===== src/rtl/regfile_scan_reader.sv =====
// rtl/regfile_scan_reader.sv - walks a register-file address range and streams each value out with a valid/ready handshake
module regfile_scan_reader #(
  parameter int ADDR_W = 5,
  parameter int DATA_W = 32
) (
  input  logic              clk,
  input  logic              reset,
  input  logic              start,
  input  logic [ADDR_W-1:0] first_addr,
  input  logic [ADDR_W-1:0] last_addr,
  output logic [ADDR_W-1:0] rd_address,
  input  logic [DATA_W-1:0] rd_value,
  output logic              out_valid,
  input  logic              out_ready,
  output logic [DATA_W-1:0] out_data,
  output logic [ADDR_W-1:0] out_addr,
  output logic              out_last,
  output logic              busy,
  output logic              done
);

  typedef enum logic [1:0] {IDLE, FETCH, SEND} state_t;

  state_t              state_q;
  logic [ADDR_W-1:0]   ptr_q;
  logic [ADDR_W-1:0]   end_addr_q;
  logic [DATA_W-1:0]   out_data_q;
  logic [ADDR_W-1:0]   out_addr_q;
  logic                out_last_q;
  logic                done_q;

  always_ff @(posedge clk) begin
    if (reset) begin
      state_q    <= IDLE;
      ptr_q      <= '0;
      end_addr_q <= '0;
      out_data_q <= '0;
      out_addr_q <= '0;
      out_last_q <= 1'b0;
      done_q     <= 1'b0;
    end else begin
      done_q <= 1'b0;
      case (state_q)
        IDLE: begin
          if (start) begin
            ptr_q      <= first_addr;
            end_addr_q <= last_addr;
            state_q    <= FETCH;
          end
        end
        FETCH: begin
          // Captured word stays frozen through SEND, so register-file writes during a stall are invisible
          out_data_q <= rd_value;
          out_addr_q <= ptr_q;
          out_last_q <= (ptr_q == end_addr_q);
          state_q    <= SEND;
        end
        SEND: begin
          if (out_ready) begin
            if (out_last_q) begin
              state_q <= IDLE;
              done_q  <= 1'b1;
            end else begin
              ptr_q   <= ptr_q + 1'b1;
              state_q <= FETCH;
            end
          end
        end
        default: state_q <= IDLE;
      endcase
    end
  end

  assign rd_address = (state_q == IDLE) ? '0 : ptr_q;
  assign out_valid  = (state_q == SEND);
  assign busy       = (state_q != IDLE);
  assign out_data   = out_data_q;
  assign out_addr   = out_addr_q;
  assign out_last   = out_last_q;
  assign done       = done_q;

endmodule


===== config.mk =====
export PLATFORM = sky130hd
export DESIGN_NAME = regfile_scan_reader
export DESIGN_NICKNAME = d
export VERILOG_FILES = /design/src/rtl/regfile_scan_reader.sv
export SDC_FILE = /design/constraint.sdc
export NUM_CORES = 1
export LEC_CHECK = 0
export ABC_AREA = 1
export ABC_CLOCK_PERIOD_IN_PS = 1400
export CAP_MARGIN = 20
export CELL_PAD_IN_SITES_DETAIL_PLACEMENT = 0
export CELL_PAD_IN_SITES_GLOBAL_PLACEMENT = 1
export CORE_MARGIN = 5
export CORE_UTILIZATION = 28
export DETAILED_ROUTE_END_ITERATION = 8
export PLACE_DENSITY = 0.87
export REMOVE_ABC_BUFFERS = 1
export SKIP_CTS_REPAIR_TIMING = 1
export SYNTH_ARGS = -nofsm -noshare
export SYNTH_HDL_FRONTEND = slang
export SYNTH_SLANG_ARGS = --single-unit

===== constraint.sdc =====
create_clock -name clk -period 1.4 [get_ports clk]
set_input_delay 0.35 -clock clk [delete_from_list [all_inputs] [get_ports clk]]
set_output_delay 0.35 -clock clk [all_outputs]
set_load 0.02 [all_outputs]

==> results of run 1 <==
cells by family after synthesis:
family	count (synthesis)	share of synthesized area, %
AND/OR/NAND/NOR	128	26.2
AO/OA/AOI/OAI	61	15.1
XOR/XNOR	1	0.435
adder cells (fa/ha/maj)	1	0.621
flip-flops	51	50.7
buffers and inverters	31	6.95
worst paths after layout:
path         cells past startpoint       endpoint     startpoint
max                              4           busy     state_q[0]
min                              2  end_addr_q[1]  end_addr_q[1]
max reg2reg                      7       ptr_q[2]       ptr_q[0]
min reg2reg                      2  end_addr_q[1]  end_addr_q[1]
placed cells by master (no fill, tap or decap):
cell type,Yosys,routed
clkbuf_8,0,5
nand3_1,8,7
clkdlybuf4s50_1,0,45
buf_6,1,9
inv_2,2,1
a21oi_1,15,15
nand3_2,0,1
nor2_4,3,4
nand2_1,28,28
clkbuf_1,3,2
nor2_1,85,80
dlymetal6s2s_1,0,39
nor2_2,1,5
xnor2_1,1,1
nand2_4,1,1
ha_2,0,1
or2_2,1,1
o21ai_0,46,45
dfxtp_1,51,48
dfxtp_2,0,2
inv_6,1,1
inv_1,15,15
buf_12,0,1
clkbuf_2,1,1
o21ai_1,0,1
clkinv_2,0,1
buf_4,0,23
inv_4,0,1
dfxtp_4,0,1
nand2_2,1,1
final cells by class:
| cell class | count | area [sq um] |
|---|---|---|
| Fill cell | 733 | 3710 |
| Timing Repair Buffer | 118 | 1240 |
| Sequential cell | 51 | 1030 |
| Multi-Input combinational cell | 191 | 880 |
| Tap cell | 99 | 124 |
| Clock buffer | 7 | 76.3 |
| Inverter | 18 | 75.1 |
| Clock inverter | 1 | 5.00 |
layer usage:
metal	share of wire [%]	vias to the layer above	GRT usage [%]
met3	8.4	6	6.22
met5	0	-	0
li1	-	1087	-
met2	48	55	22.1
met4	0.83	0	2.88
met1	43	961	15.8
sequential cells by signal, indices dropped and copies added (netlist names):
register / flops
state_q: 2
end_addr_q: 5
out_addr: 5
out_last: 1
out_data: 32
ptr_q: 5
done: 1
through the flow:
step	setup TNS, ps	hold WS (ps)	power, mW	setup slack, ps
6_report	-331	471	3.41	-91.0
5_1_grt	-697	495	3.62	-160
4_1_cts	-11690	474	3.46	-503
3_5_place_dp	-3180	459	2.62	-158
3_3_place_gp	-2950	452	2.61	-158
2_1_floorplan	-4300	419	2.08	-137
critical path, stage by stage (launching register included):
cell,delay [ps]
dfxtp_2,350
nor2_4,160
buf_6,150
inv_1,40
clkbuf_2,150
power by group through the flow:
stage | Sequential [mW] | Clock [mW] | Combinational (mW)
after global routing | 1.66 | 0.922 | 1.05
after detailed placement | 1.67 | 0 | 0.948
after floorplan | 1.79 | 0 | 0.289
final | 1.64 | 0.812 | 0.955
after global placement | 1.67 | 0 | 0.939
after CTS | 1.64 | 0.861 | 0.953
==> results_dict.tcl, run 1 <==
set metrics [dict create \
    status "finished, violations left" \
    failed_checks "setup timing" \
    gp_congestion 0.777 \
    clock_skew_ps 3.47 \
    dpl.hpwl_um 4420 \
    die_height_um 94.8 \
    ioPinCount 92 \
    setup_viol 6 \
    grt_max_degree 34 \
    synthToLayoutAreaGrowth_pct 69.9 \
    numCtsBuffers 5 \
    grt_pass1_wl_um 9480 \
    cts_tree "done" \
    critPathKind "reg2out" \
    antennaDiodeCount 0 \
    clock_latency_ps 290 \
    drc 0 \
    startpoint_type "flip-flop" \
    cts_root_buffer "clkbuf_8" \
    cp_max_fo 4 \
    synth_cells 273 \
    synth.most_common_cell "nor2_1" \
    dr.pass1.iters 4 \
    synth_edf_count 0 \
    core_area_sq_um 7140 \
    peakVddDrop_v 0.000498 \
    synth_area_leader_cell "dfxtp_1" \
    antenna_found_initial 0 \
    utilization_pct 48.0 \
    synth_top_area_share_pct 50.7 \
    synth_area_per_cell_sq_um 7.38 \
    final_cell_count_no_fill 485 \
    place_area_sq_um 3180 \
    cellLeakagePower_nw 2.04 \
    worst_slew_pin_slew_ps 360 \
    ant_nets 0 \
    powerDensity_nw_per_um2 994 \
    maxSlewViolCount 0 \
    post-route-min-period_ps 1490 \
    clock-sinks 51 \
    ys_types 20 \
    reg2reg_slack_ps 120 \
    pwr-share-comb_pct 28.0 \
    wire_per_inst_um 12.4 \
    num_rows 31 \
    fin_crit_sh_pct 107 \
    stdcell_area_sq_um 3420 \
    pwr-share-clk_pct 23.8 \
    cp-end-kind "primary output" \
    yosys-top-cells-area "dfxtp_1 51%, nor2_1 16%, o21ai_0 11%" \
    rsz0062_at_grt "true" \
    dieArea_sq_um 9000 \
    synthTopCellsByCount "85 x nor2_1, 51 x dfxtp_1, 46 x o21ai_0" \
    power_frac_seq_pct 48.1 \
    fmax_mhz 671 \
    overflow 0 \
    yosys_register_bits 51 \
    clk_pin_slew_worst_paths_ps 90 \
    synthesis.area_sq_um 2020 \
    synthArstFlopShare_pct 0 \
    hold_viol_final 0 \
    p_int_mw 2.40 \
    dp_cells 475 \
    wl_um 6010 \
    port_buffers 91 \
    grt.total_usage_pct 13.4 \
    start_util_pct 28.2 \
    drt-initial-drc-count 98 \
    synth_top_flop_cell "dfxtp_1" \
    cp.required_ps 1050 \
    final_nets 432 \
    yosysSeqAreaShare_pct 50.7 \
    die_w_um 94.8 \
    hold_class "reg2reg" \
    fin_ws_ps -91.0 \
    relSlewSlack_pct 76.0 \
    drv_cap 0 \
    crit_arrival_ps 1140 \
    htree_num_levels 2 \
    drive_gt1_share_pct 15.5 \
    num_vias 2109 \
    yosys_warnings 0 \
    clk_path_buf_depth 2 \
    grt_pass1_vias 2078 \
    swShare_pct 29.5 \
    vias_per_cell 4.35 \
    p_switching_mw 1.01 \
]
Power figures use the tool's default switching activity.
==> run 2, diff against run 1 <==
Settings changed: CAP_MARGIN 20 to not set, CTS_CLUSTER_DIAMETER set to 150.
==> results of run 2 <==
Final layout, timing and power as in run 1 (identical DEF).
==> run 3, diff against run 2 <==
Settings changed: ABC_CLOCK_PERIOD_IN_PS 1400 to 1750, CORE_UTILIZATION 28 to 30, PLACE_DENSITY 0.87 to 0.92, REMOVE_ABC_BUFFERS 1 to not set.
Clock period 1.4 ns to 1.75 ns, I/O delays scaled along.
==> results_dict.tcl, run 3 (synthesis results as in run 1) <==
set metrics [dict create \
    cp.required_ps 1310 \
    cellLeakagePower_nw 1.67 \
    grt_max_degree 34 \
    powerDensity_nw_per_um2 885 \
    synthToLayoutAreaGrowth_pct 60.1 \
    num_vias 2074 \
    syn-num-nets 320 \
    crit_start "state_q[1]" \
    grt.total_usage_pct 13.5 \
    start_util_pct 31.2 \
    reg2reg_slack_ps 380 \
    worstRegToRegCells 8 \
    cp_max_fo 7 \
    ioPinCount 92 \
    rr_endpoint "ptr_q[3]" \
    clock_skew_ps 7.83 \
    final_nets 418 \
    fmax_mhz 586 \
    crit_arrival_ps 1270 \
    clk_pin_slew_worst_paths_ps 100 \
    status "complete, no violations" \
    holdWs_ps 475 \
    critPathKind "reg2out" \
    wire_per_inst_um 12.9 \
    dr.pass1.iters 4 \
    worst_slew_pin_slew_ps 561 \
    setup_viol 0 \
    fin_crit_sh_pct 97.5 \
    final_cell_count_no_fill 449 \
    ant_nets 0 \
    gp_congestion 0.813 \
    fillers 616 \
    hold_class "reg2reg" \
    num_rows 29 \
    wl_um 5780 \
    r2r-start "state_q[1]" \
    clock-sinks 51 \
    busiest_layer "met2" \
    drive_gt1_share_pct 8.60 \
    numCtsBuffers 5 \
    dpl.hpwl_um 4230 \
    die_height_um 92.0 \
    port_buffers 91 \
    relSlewSlack_pct 62.6 \
    antenna_found_initial 0 \
    grt_use_met2_pct 22.9 \
    core_area_sq_um 6460 \
    cts_root_buffer "clkbuf_8" \
    final_cell_mix "85 x nor2_1, 69 x clkdlybuf4s50_1, 51 x dfxtp_1, 46 x o21ai_0, 28 x nand2_1" \
    grt_pass1_vias 2026 \
    hold_depth 2 \
    dieArea_sq_um 8460 \
    dp_cells 439 \
    overflow 0 \
    final_common_cell "nor2_1" \
    stdcell_area_sq_um 3230 \
    drc 0 \
    die_w_um 92.0 \
    antennaDiodeCount 0 \
    tns_ps 0 \
    cts_tree "done" \
    htree_num_levels 2 \
    hold_start "end_addr_q[2]" \
    use_met1_pct 15.8 \
    cp-end-kind "primary output" \
    hold_end "end_addr_q[2]" \
    post-route-min-period_ps 1710 \
    maxSlewViolCount 0 \
    use_met3_pct 5.16 \
    rsz0062_at_grt "false" \
    clock_latency_ps 310 \
    hold_viol_final 0 \
    place_area_sq_um 3050 \
    largest_register_ffs 32 \
    clk_path_buf_depth 2 \
    drt-initial-drc-count 108 \
    startpoint_type "flip-flop" \
    peakVddDrop_v 0.000411 \
    drv_cap 0 \
    grt_pass1_wl_um 9410 \
    vias_per_cell 4.62 \
]
[run 3: worst max-delay path, cell delays in order, from the launching register on]
cell	delay [ps]
dfxtp_1	440
nor2_4	90
buf_4	140
nor2_1	70
dlymetal6s2s_1	230
[run 3: final cells by class]
type                    count  area (sq um)  share of cell area (%)
clock inverters             3          46.3                    1.43
well taps                  77          96.3                    2.98
clock buffers               5          68.8                    2.13
flip-flops and latches     51          1020                    31.6
inverters                  18          72.6                    2.25
multi-input cells         191           855                    26.5
repair buffers            104          1070                    33.1
[run 3: stage by stage]
| step | power (mW) | utilization [%] | worst slack (ps) |
|---|---|---|---|
| floorplan | 1.68 | - | 479 |
| global placement | 2.04 | 47.2 | 132 |
| detailed placement | 2.05 | 47.2 | 99.8 |
| CTS | 2.90 | 49.0 | -263 |
| global route | 3.01 | 50.0 | 0.144 |
| finish | 2.86 | 50.0 | 44.2 |
[run 3: worst max path at each step]
stage / to / slack [ps] / cells after the start
finish: rd_address[2] / 40 / 4
global route: out_data[20] / 0.1 / 1
CTS: rd_address[0] / -260 / 3
detailed placement: rd_address[0] / 100 / 3
global placement: rd_address[4] / 130 / 3
floorplan: rd_address[0] / 480 / 2
[run 3: per-layer routing]
metal	part of all wire, %	up-vias	wire length, um
li1	-	1058	-
met1	44	937	2540
met2	47	70	2710
met3	8.0	9	462
met4	1.1	0	66
met5	0	-	0
[run 3: report_power, final]
part	switching, mW	internal, mW	total (mW)
Clock	0.413	0.431	0.844
Sequential	0.0547	1.26	1.32
Combinational	0.360	0.337	0.696
Total	0.827	2.03	2.86
